**src/rtl/mdu_hilo_if.sv**
```systemverilog
// Handshake and result bundle between the EXE stage and the multiply/divide unit.
// The master drives requests and HI/LO moves; the slave returns status and HI/LO.
interface mdu_hilo_if #(
  parameter int WIDTH = 32
);
  logic             start;
  logic [1:0]       op;
  logic [WIDTH-1:0] Op1;
  logic [WIDTH-1:0] Op2;
  logic             flush;
  logic             mthi;
  logic             mtlo;
  logic             busy;
  logic             done;
  logic             div_by_zero;
  logic [WIDTH-1:0] hi;
  logic [WIDTH-1:0] lo;

  modport master (
    output start, op, Op1, Op2, flush, mthi, mtlo,
    input  busy, done, div_by_zero, hi, lo
  );

  modport slave (
    input  start, op, Op1, Op2, flush, mthi, mtlo,
    output busy, done, div_by_zero, hi, lo
  );
endinterface

```
**src/rtl/mdu_hilo.sv**
```systemverilog
// Iterative radix-2 multiply/divide unit owning the architectural HI/LO registers.
// Products land as {hi, lo}; quotients in lo and remainders in hi after WIDTH CALC cycles.
module mdu_hilo #(
  parameter int WIDTH = 32,
  parameter int CNT_W = 5
) (
  input logic        clk,
  input logic        rst,
  mdu_hilo_if.slave  bus
);

  typedef enum logic {IDLE, CALC} state_t;

  state_t             state, state_next;
  logic [CNT_W-1:0]   cnt;
  logic [2*WIDTH-1:0] acc;
  logic [WIDTH-1:0]   opb;
  logic               is_div;
  logic               neg_q;
  logic               neg_r;
  logic               dz_r;
  logic               done_r;
  logic               dz_out;
  logic [WIDTH-1:0]   hi_r;
  logic [WIDTH-1:0]   lo_r;

  logic               is_signed;
  logic               accept;
  logic               last_step;
  logic [WIDTH-1:0]   a_mag;
  logic [WIDTH-1:0]   b_mag;
  logic [WIDTH:0]     mul_sum;
  logic [WIDTH:0]     div_trial;
  logic [2*WIDTH-1:0] acc_step;
  logic [2*WIDTH-1:0] prod_fix;
  logic [WIDTH-1:0]   q_fix;
  logic [WIDTH-1:0]   r_fix;

  assign is_signed = ~bus.op[0];
  assign accept    = (state == IDLE) && bus.start && !bus.flush;
  assign last_step = (cnt == CNT_W'(WIDTH - 1));
  assign a_mag     = (is_signed && bus.Op1[WIDTH-1]) ? -bus.Op1 : bus.Op1;
  assign b_mag     = (is_signed && bus.Op2[WIDTH-1]) ? -bus.Op2 : bus.Op2;

  // One iteration: multiply adds into the upper half then shifts right; divide shifts
  // the remainder left and keeps the trial subtraction only when it does not borrow.
  always_comb begin
    mul_sum   = {1'b0, acc[2*WIDTH-1:WIDTH]} + (acc[0] ? {1'b0, opb} : '0);
    div_trial = acc[2*WIDTH-1:WIDTH-1] - {1'b0, opb};
    acc_step  = {mul_sum, acc[WIDTH-1:1]};
    if (is_div) begin
      if (div_trial[WIDTH])
        acc_step = {acc[2*WIDTH-2:0], 1'b0};
      else
        acc_step = {div_trial[WIDTH-1:0], acc[WIDTH-2:0], 1'b1};
    end
    prod_fix = neg_q ? -acc_step : acc_step;
    q_fix    = dz_r ? '1 : (neg_q ? -acc_step[WIDTH-1:0] : acc_step[WIDTH-1:0]);
    r_fix    = neg_r ? -acc_step[2*WIDTH-1:WIDTH] : acc_step[2*WIDTH-1:WIDTH];
  end

  always_comb begin
    state_next = state;
    case (state)
      IDLE:    if (accept) state_next = CALC;
      CALC:    if (bus.flush || last_step) state_next = IDLE;
      default: state_next = IDLE;
    endcase
  end

  always_ff @(posedge clk or posedge rst) begin
    if (rst) begin
      state  <= IDLE;
      cnt    <= '0;
      acc    <= '0;
      opb    <= '0;
      is_div <= 1'b0;
      neg_q  <= 1'b0;
      neg_r  <= 1'b0;
      dz_r   <= 1'b0;
      done_r <= 1'b0;
      dz_out <= 1'b0;
      hi_r   <= '0;
      lo_r   <= '0;
    end else begin
      state  <= state_next;
      done_r <= 1'b0;
      dz_out <= 1'b0;
      if (state == IDLE) begin
        if (accept) begin
          cnt    <= '0;
          acc    <= {{WIDTH{1'b0}}, a_mag};
          opb    <= b_mag;
          is_div <= bus.op[1];
          neg_q  <= is_signed && (bus.Op1[WIDTH-1] ^ bus.Op2[WIDTH-1]);
          neg_r  <= is_signed && bus.op[1] && bus.Op1[WIDTH-1];
          dz_r   <= bus.op[1] && (bus.Op2 == '0);
        end else if (!bus.start) begin
          // A start in the same cycle, even a flushed one, suppresses the move.
          if (bus.mthi) hi_r <= bus.Op1;
          if (bus.mtlo) lo_r <= bus.Op1;
        end
      end else if (!bus.flush) begin
        acc <= acc_step;
        cnt <= cnt + 1'b1;
        if (last_step) begin
          if (is_div) begin
            hi_r <= r_fix;
            lo_r <= q_fix;
          end else begin
            hi_r <= prod_fix[2*WIDTH-1:WIDTH];
            lo_r <= prod_fix[WIDTH-1:0];
          end
          done_r <= 1'b1;
          dz_out <= dz_r;
        end
      end
    end
  end

  assign bus.busy        = (state == CALC);
  assign bus.done        = done_r;
  assign bus.div_by_zero = dz_out;
  assign bus.hi          = hi_r;
  assign bus.lo          = lo_r;

endmodule
```
**src/flat_wrapper.sv**
```systemverilog
// flat-port wrapper written by rule: the top's interface ports become plain ports
module mdu_hilo_flat 
#(
  parameter int WIDTH = 32,
  parameter int CNT_W = 5
)
  (clk, rst, bus_start, bus_op, bus_Op1, bus_Op2, bus_flush, bus_mthi, bus_mtlo, bus_busy, bus_done, bus_div_by_zero, bus_hi, bus_lo);
  mdu_hilo_if #(.WIDTH(WIDTH)) bus_i ();
  input logic clk;
  input logic rst;
  input wire logic [$bits(bus_i.start)-1:0] bus_start;
  input wire logic [$bits(bus_i.op)-1:0] bus_op;
  input wire logic [$bits(bus_i.Op1)-1:0] bus_Op1;
  input wire logic [$bits(bus_i.Op2)-1:0] bus_Op2;
  input wire logic [$bits(bus_i.flush)-1:0] bus_flush;
  input wire logic [$bits(bus_i.mthi)-1:0] bus_mthi;
  input wire logic [$bits(bus_i.mtlo)-1:0] bus_mtlo;
  output wire logic [$bits(bus_i.busy)-1:0] bus_busy;
  output wire logic [$bits(bus_i.done)-1:0] bus_done;
  output wire logic [$bits(bus_i.div_by_zero)-1:0] bus_div_by_zero;
  output wire logic [$bits(bus_i.hi)-1:0] bus_hi;
  output wire logic [$bits(bus_i.lo)-1:0] bus_lo;
  assign bus_i.start = bus_start;
  assign bus_i.op = bus_op;
  assign bus_i.Op1 = bus_Op1;
  assign bus_i.Op2 = bus_Op2;
  assign bus_i.flush = bus_flush;
  assign bus_i.mthi = bus_mthi;
  assign bus_i.mtlo = bus_mtlo;
  assign bus_busy = bus_i.busy;
  assign bus_done = bus_i.done;
  assign bus_div_by_zero = bus_i.div_by_zero;
  assign bus_hi = bus_i.hi;
  assign bus_lo = bus_i.lo;
  mdu_hilo #(.WIDTH(WIDTH), .CNT_W(CNT_W)) u_core (.clk(clk), .rst(rst), .bus(bus_i));
endmodule
```
**config.mk**
```make
export PLATFORM = sky130hd
export DESIGN_NAME = mdu_hilo_flat
export DESIGN_NICKNAME = d
export VERILOG_FILES = /design/src/rtl/mdu_hilo_if.sv /design/src/rtl/mdu_hilo.sv /design/src/flat_wrapper.sv
export SDC_FILE = /design/constraint.sdc
export NUM_CORES = 1
export LEC_CHECK = 0
export BUFFER_PORTS_ARGS = -buffer_cell sky130_fd_sc_hd__buf_4
export CAP_MARGIN = 20
export CORE_MARGIN = 8
export CORE_UTILIZATION = 47
export CTS_CLUSTER_DIAMETER = 80
export DETAILED_ROUTE_END_ITERATION = 6
export PLACE_DENSITY = 0.65
export SYNTH_ARGS = -nofsm -noshare
export SYNTH_HDL_FRONTEND = slang
export SYNTH_SLANG_ARGS = --single-unit
```
**constraint.sdc**
```tcl
create_clock -name clk -period 9.9 [get_ports clk]
set_clock_uncertainty 0.05 [all_clocks]
set_input_delay 0.99 -clock clk [delete_from_list [all_inputs] [get_ports clk]]
set_output_delay 0.99 -clock clk [all_outputs]
set_load 0.02 [all_outputs]
```
==> flow_metrics.tcl <==
set metrics [dict create \
    setup_viol 0 \
    postSynthRegisterBits 172 \
    fin_nets 2218 \
    crit_type "register to register" \
    cp_max_fo 26 \
    cts_sinks 172 \
    reg2reg_slack_ns 3.13 \
    rsz0062_at_grt "false" \
    synthDistinctLibCells 96 \
    wire_per_inst_um 21.5 \
    dp_hpwl_um 41800 \
    avgViaCountPerCell 6.11 \
    fin_setup_tns_ns 0 \
    drtPass1Iterations 5 \
    syn-cell-area_um2 15400 \
    regArea_um2 4310 \
    worstPathCellList "inv_1 -> ha_1 -> fa_1 -> nand2b_1 -> a21oi_1 -> o21ai_1 -> o21ai_4 -> a211o_1 -> nand2_2 -> nor2_1 -> a21oi_1 -> ha_1 -> o211ai_1 -> or2_1 -> or4_1 -> or3_1 -> o21ai_1 -> a31oi_1 -> o31ai_1 -> xor2_1 -> a21oi_1" \
    critPathLaunch "u_core.acc[31]$_DFFE_PP0P_" \
    final_max_slew_viol_count 0 \
    end_kind "register" \
    insertion_delay_ns 0.47 \
    r2r_start "u_core.acc[31]$_DFFE_PP0P_" \
    route.detailed.drc 0 \
    cpMostUsedCell "a21oi_1" \
    post-route-period-util_pct 68.4 \
    grt_antenna_before_repair 0 \
    cts_buffer_depth 2 \
    drt-total-wl_um 54500 \
    root_buffer "clkbuf_16" \
    fin_util_pct 53.5 \
    drive_above_1_share_pct 12.3 \
    grtUsageTotal_pct 27.7 \
    min_from "u_core.bus.lo[21]$_DFFE_PP0P_" \
    cts_tree "yes" \
    start_kind "register" \
    gr-total-overflow 0 \
    cts-resized-gates 0 \
    layout_common_cells "nand2_1 (301), o21ai_0 (232), dfrtp_1 (170)" \
    max_freq_mhz 148 \
    fp-row-count 66 \
    post-cts-setup-buffers 0 \
    grt_max_degree 86 \
    dieHeight_um 197 \
    io_pins 139 \
    start_util_pct 47.6 \
    worst_pin_slew_ns 1.09 \
    slew-limit-headroom_pct 26.6 \
    ctsHtreeMaxLevel 4 \
    peakVddDrop_uv 160 \
    avgSynthCellArea_um2 7.70 \
    dieWidth_um 197 \
    grt_pass1_vias 14713 \
    p_total_w 0.00460 \
    multiInputGateArea_um2 10500 \
    crit_arrival_ns 7.05 \
    area_delta_synth_final_pct 12.5 \
    async_flop_share_pct 100 \
    synth_top_area_cell "dfrtp_1" \
    synth_edf_count 0 \
    core_um2 32500 \
    yosysTopAreaCellShare_pct 27.9 \
    netlist_instances 2006 \
    drtIter0Drc 1330 \
    hold_buffers 0 \
    ys_seq_area_share_pct 27.9 \
    yosysWarnings 0 \
    synthTopCellsByArea "dfrtp_1 (28%), o21ai_0 (7.5%), nand2_1 (7.3%)" \
    routabilityCongestion 0.971 \
    whs_ns 0.427 \
    fillers 3193 \
    cpPeakStageDelay_ns 0.62 \
    clkTransAtPathRegs_ns 0.08 \
    status "complete, no violations" \
    power_leakage_nw 7.50 \
    ys.flop_type "dfrtp_1" \
    via_count 15454 \
    cp_data_required_time_ns 10.18 \
    ant_nets 0 \
    cellPowerDensity_nw_per_um2 265 \
    grt_pass1_wl_um 84600 \
    dieArea_um2 38900 \
    final_common_cell "nand2_1" \
    diodes 0 \
    post-route-min-period_ns 6.77 \
    holdCritPathClass "register to register" \
    hold_violations 0 \
    numCtsBuffers 17 \
    cp_slowest_cell "or4_1" \
    drv_cap 0 \
    synth_fp_nets 2150 \
    port_buffers 138 \
]
synth_stat cells (5+ instances only):
cell type    n
nand2_1    302
o21ai_0    232
dfrtp_1    172
a21oi_1    152
nor2_1     135
xor2_1      81
xnor2_1     72
ha_1        70
clkbuf_1    67
inv_1       62
mux2i_1     51
and2_1      46
nor3_1      45
a31oi_1     30
o22ai_1     29
nand2b_1    26
o31ai_1     25
nand4_1     22
or3_1       21
nand3_1     20
a21o_1      19
a22o_1      19
buf_2       19
o211ai_1    19
and3_1      18
buf_1       18
nor2b_1     17
nor4_1      17
a211oi_1    14
or2_2       11
o21a_1      10
o21bai_1    10
o41ai_1     10
mux2_2       8
nand3b_1     8
o21ai_1      8
nor3b_1      7
o221ai_1     7
a211o_1      5
a22oi_1      5
or4_1        5
power by group:
group / switching [W] / leakage [nW] / internal [W]
Sequential: 0.000198 / 2.13 / 0.000862
Combinational: 0.00180 / 5.08 / 0.00101
Clock: 0.000329 / 0.293 / 0.000402
layer usage:
metal	track usage (%)	part of all wire [%]	vias up
met3	4.38	6.7	98
met4	12.1	3.7	0
met5	0	0	-
met2	44.9	46	573
met1	36.1	43	7409
li1	-	-	7374
registers in the layout, indices dropped and copies added, names as in the netlist:
name	flops
u_core.acc	64
u_core.bus.hi	32
u_core.bus.lo	32
u_core.opb	32
u_core.cnt	5
u_core.bus.busy	1
u_core.bus.div_by_zero	1
u_core.bus.done	1
u_core.dz_r	1
u_core.is_div	1
u_core.neg_q	1
u_core.neg_r	1
worst max-delay path: cells and delay by family (launching register included):
family / cells / cell delay (ns)
buffers and inverters: 1 / 0.08
and+or+nand+nor: 6 / 2.36
AOI/OAI and AO/OA: 10 / 2.90
DFF: 1 / 0.40
adders and majority gates: 3 / 0.65
xor gates and xnor gates: 1 / 0.17
layout make-up:
type	count	area share, %
repair buffers	158	6.81
clock buffers	17	2.45
clock inverters	15	1.07
well taps	442	3.18
flip-flops and latches	172	24.8
inverters	63	1.39
multi-input cells	1662	60.3
cell families (layout without fill, tap and decap cells):
logic type	after synthesis	count (layout)	share of synthesized area (%)
AOI/OAI and AO/OA	655	655	26.9
xor gates and xnor gates	153	153	8.68
adders and majority gates	72	72	5.93
buffers and inverters	172	253	4.49
DFF	172	172	27.9
muxes	59	59	3.89
and+or+nand+nor	723	723	22.3
worst paths after layout:
kind | endpoint | cells past startpoint
hold / removal | u_core.bus.lo[21]$_DFFE_PP0P_ | 2
hold reg to reg | u_core.bus.lo[21]$_DFFE_PP0P_ | 2
max in group asynchronous | u_core.bus.busy$_DFF_PP0_ | 3
min in group asynchronous | u_core.acc[2]$_DFFE_PP0P_ | 2
setup reg to reg | u_core.bus.hi[20]$_DFFE_PP0P_ | 21
setup / recovery | u_core.bus.hi[20]$_DFFE_PP0P_ | 21
per-stage QoR:
step	setup slack, ns	instances	area [um2]
after floorplan	4.20	2006	15400
after global routing	2.74	2529	17400
final	3.13	2529	17400
after CTS	3.24	2528	17400
after detailed placement	3.26	2496	16800
after global placement	3.36	2496	16800
Power figures use the tool's default switching activity.
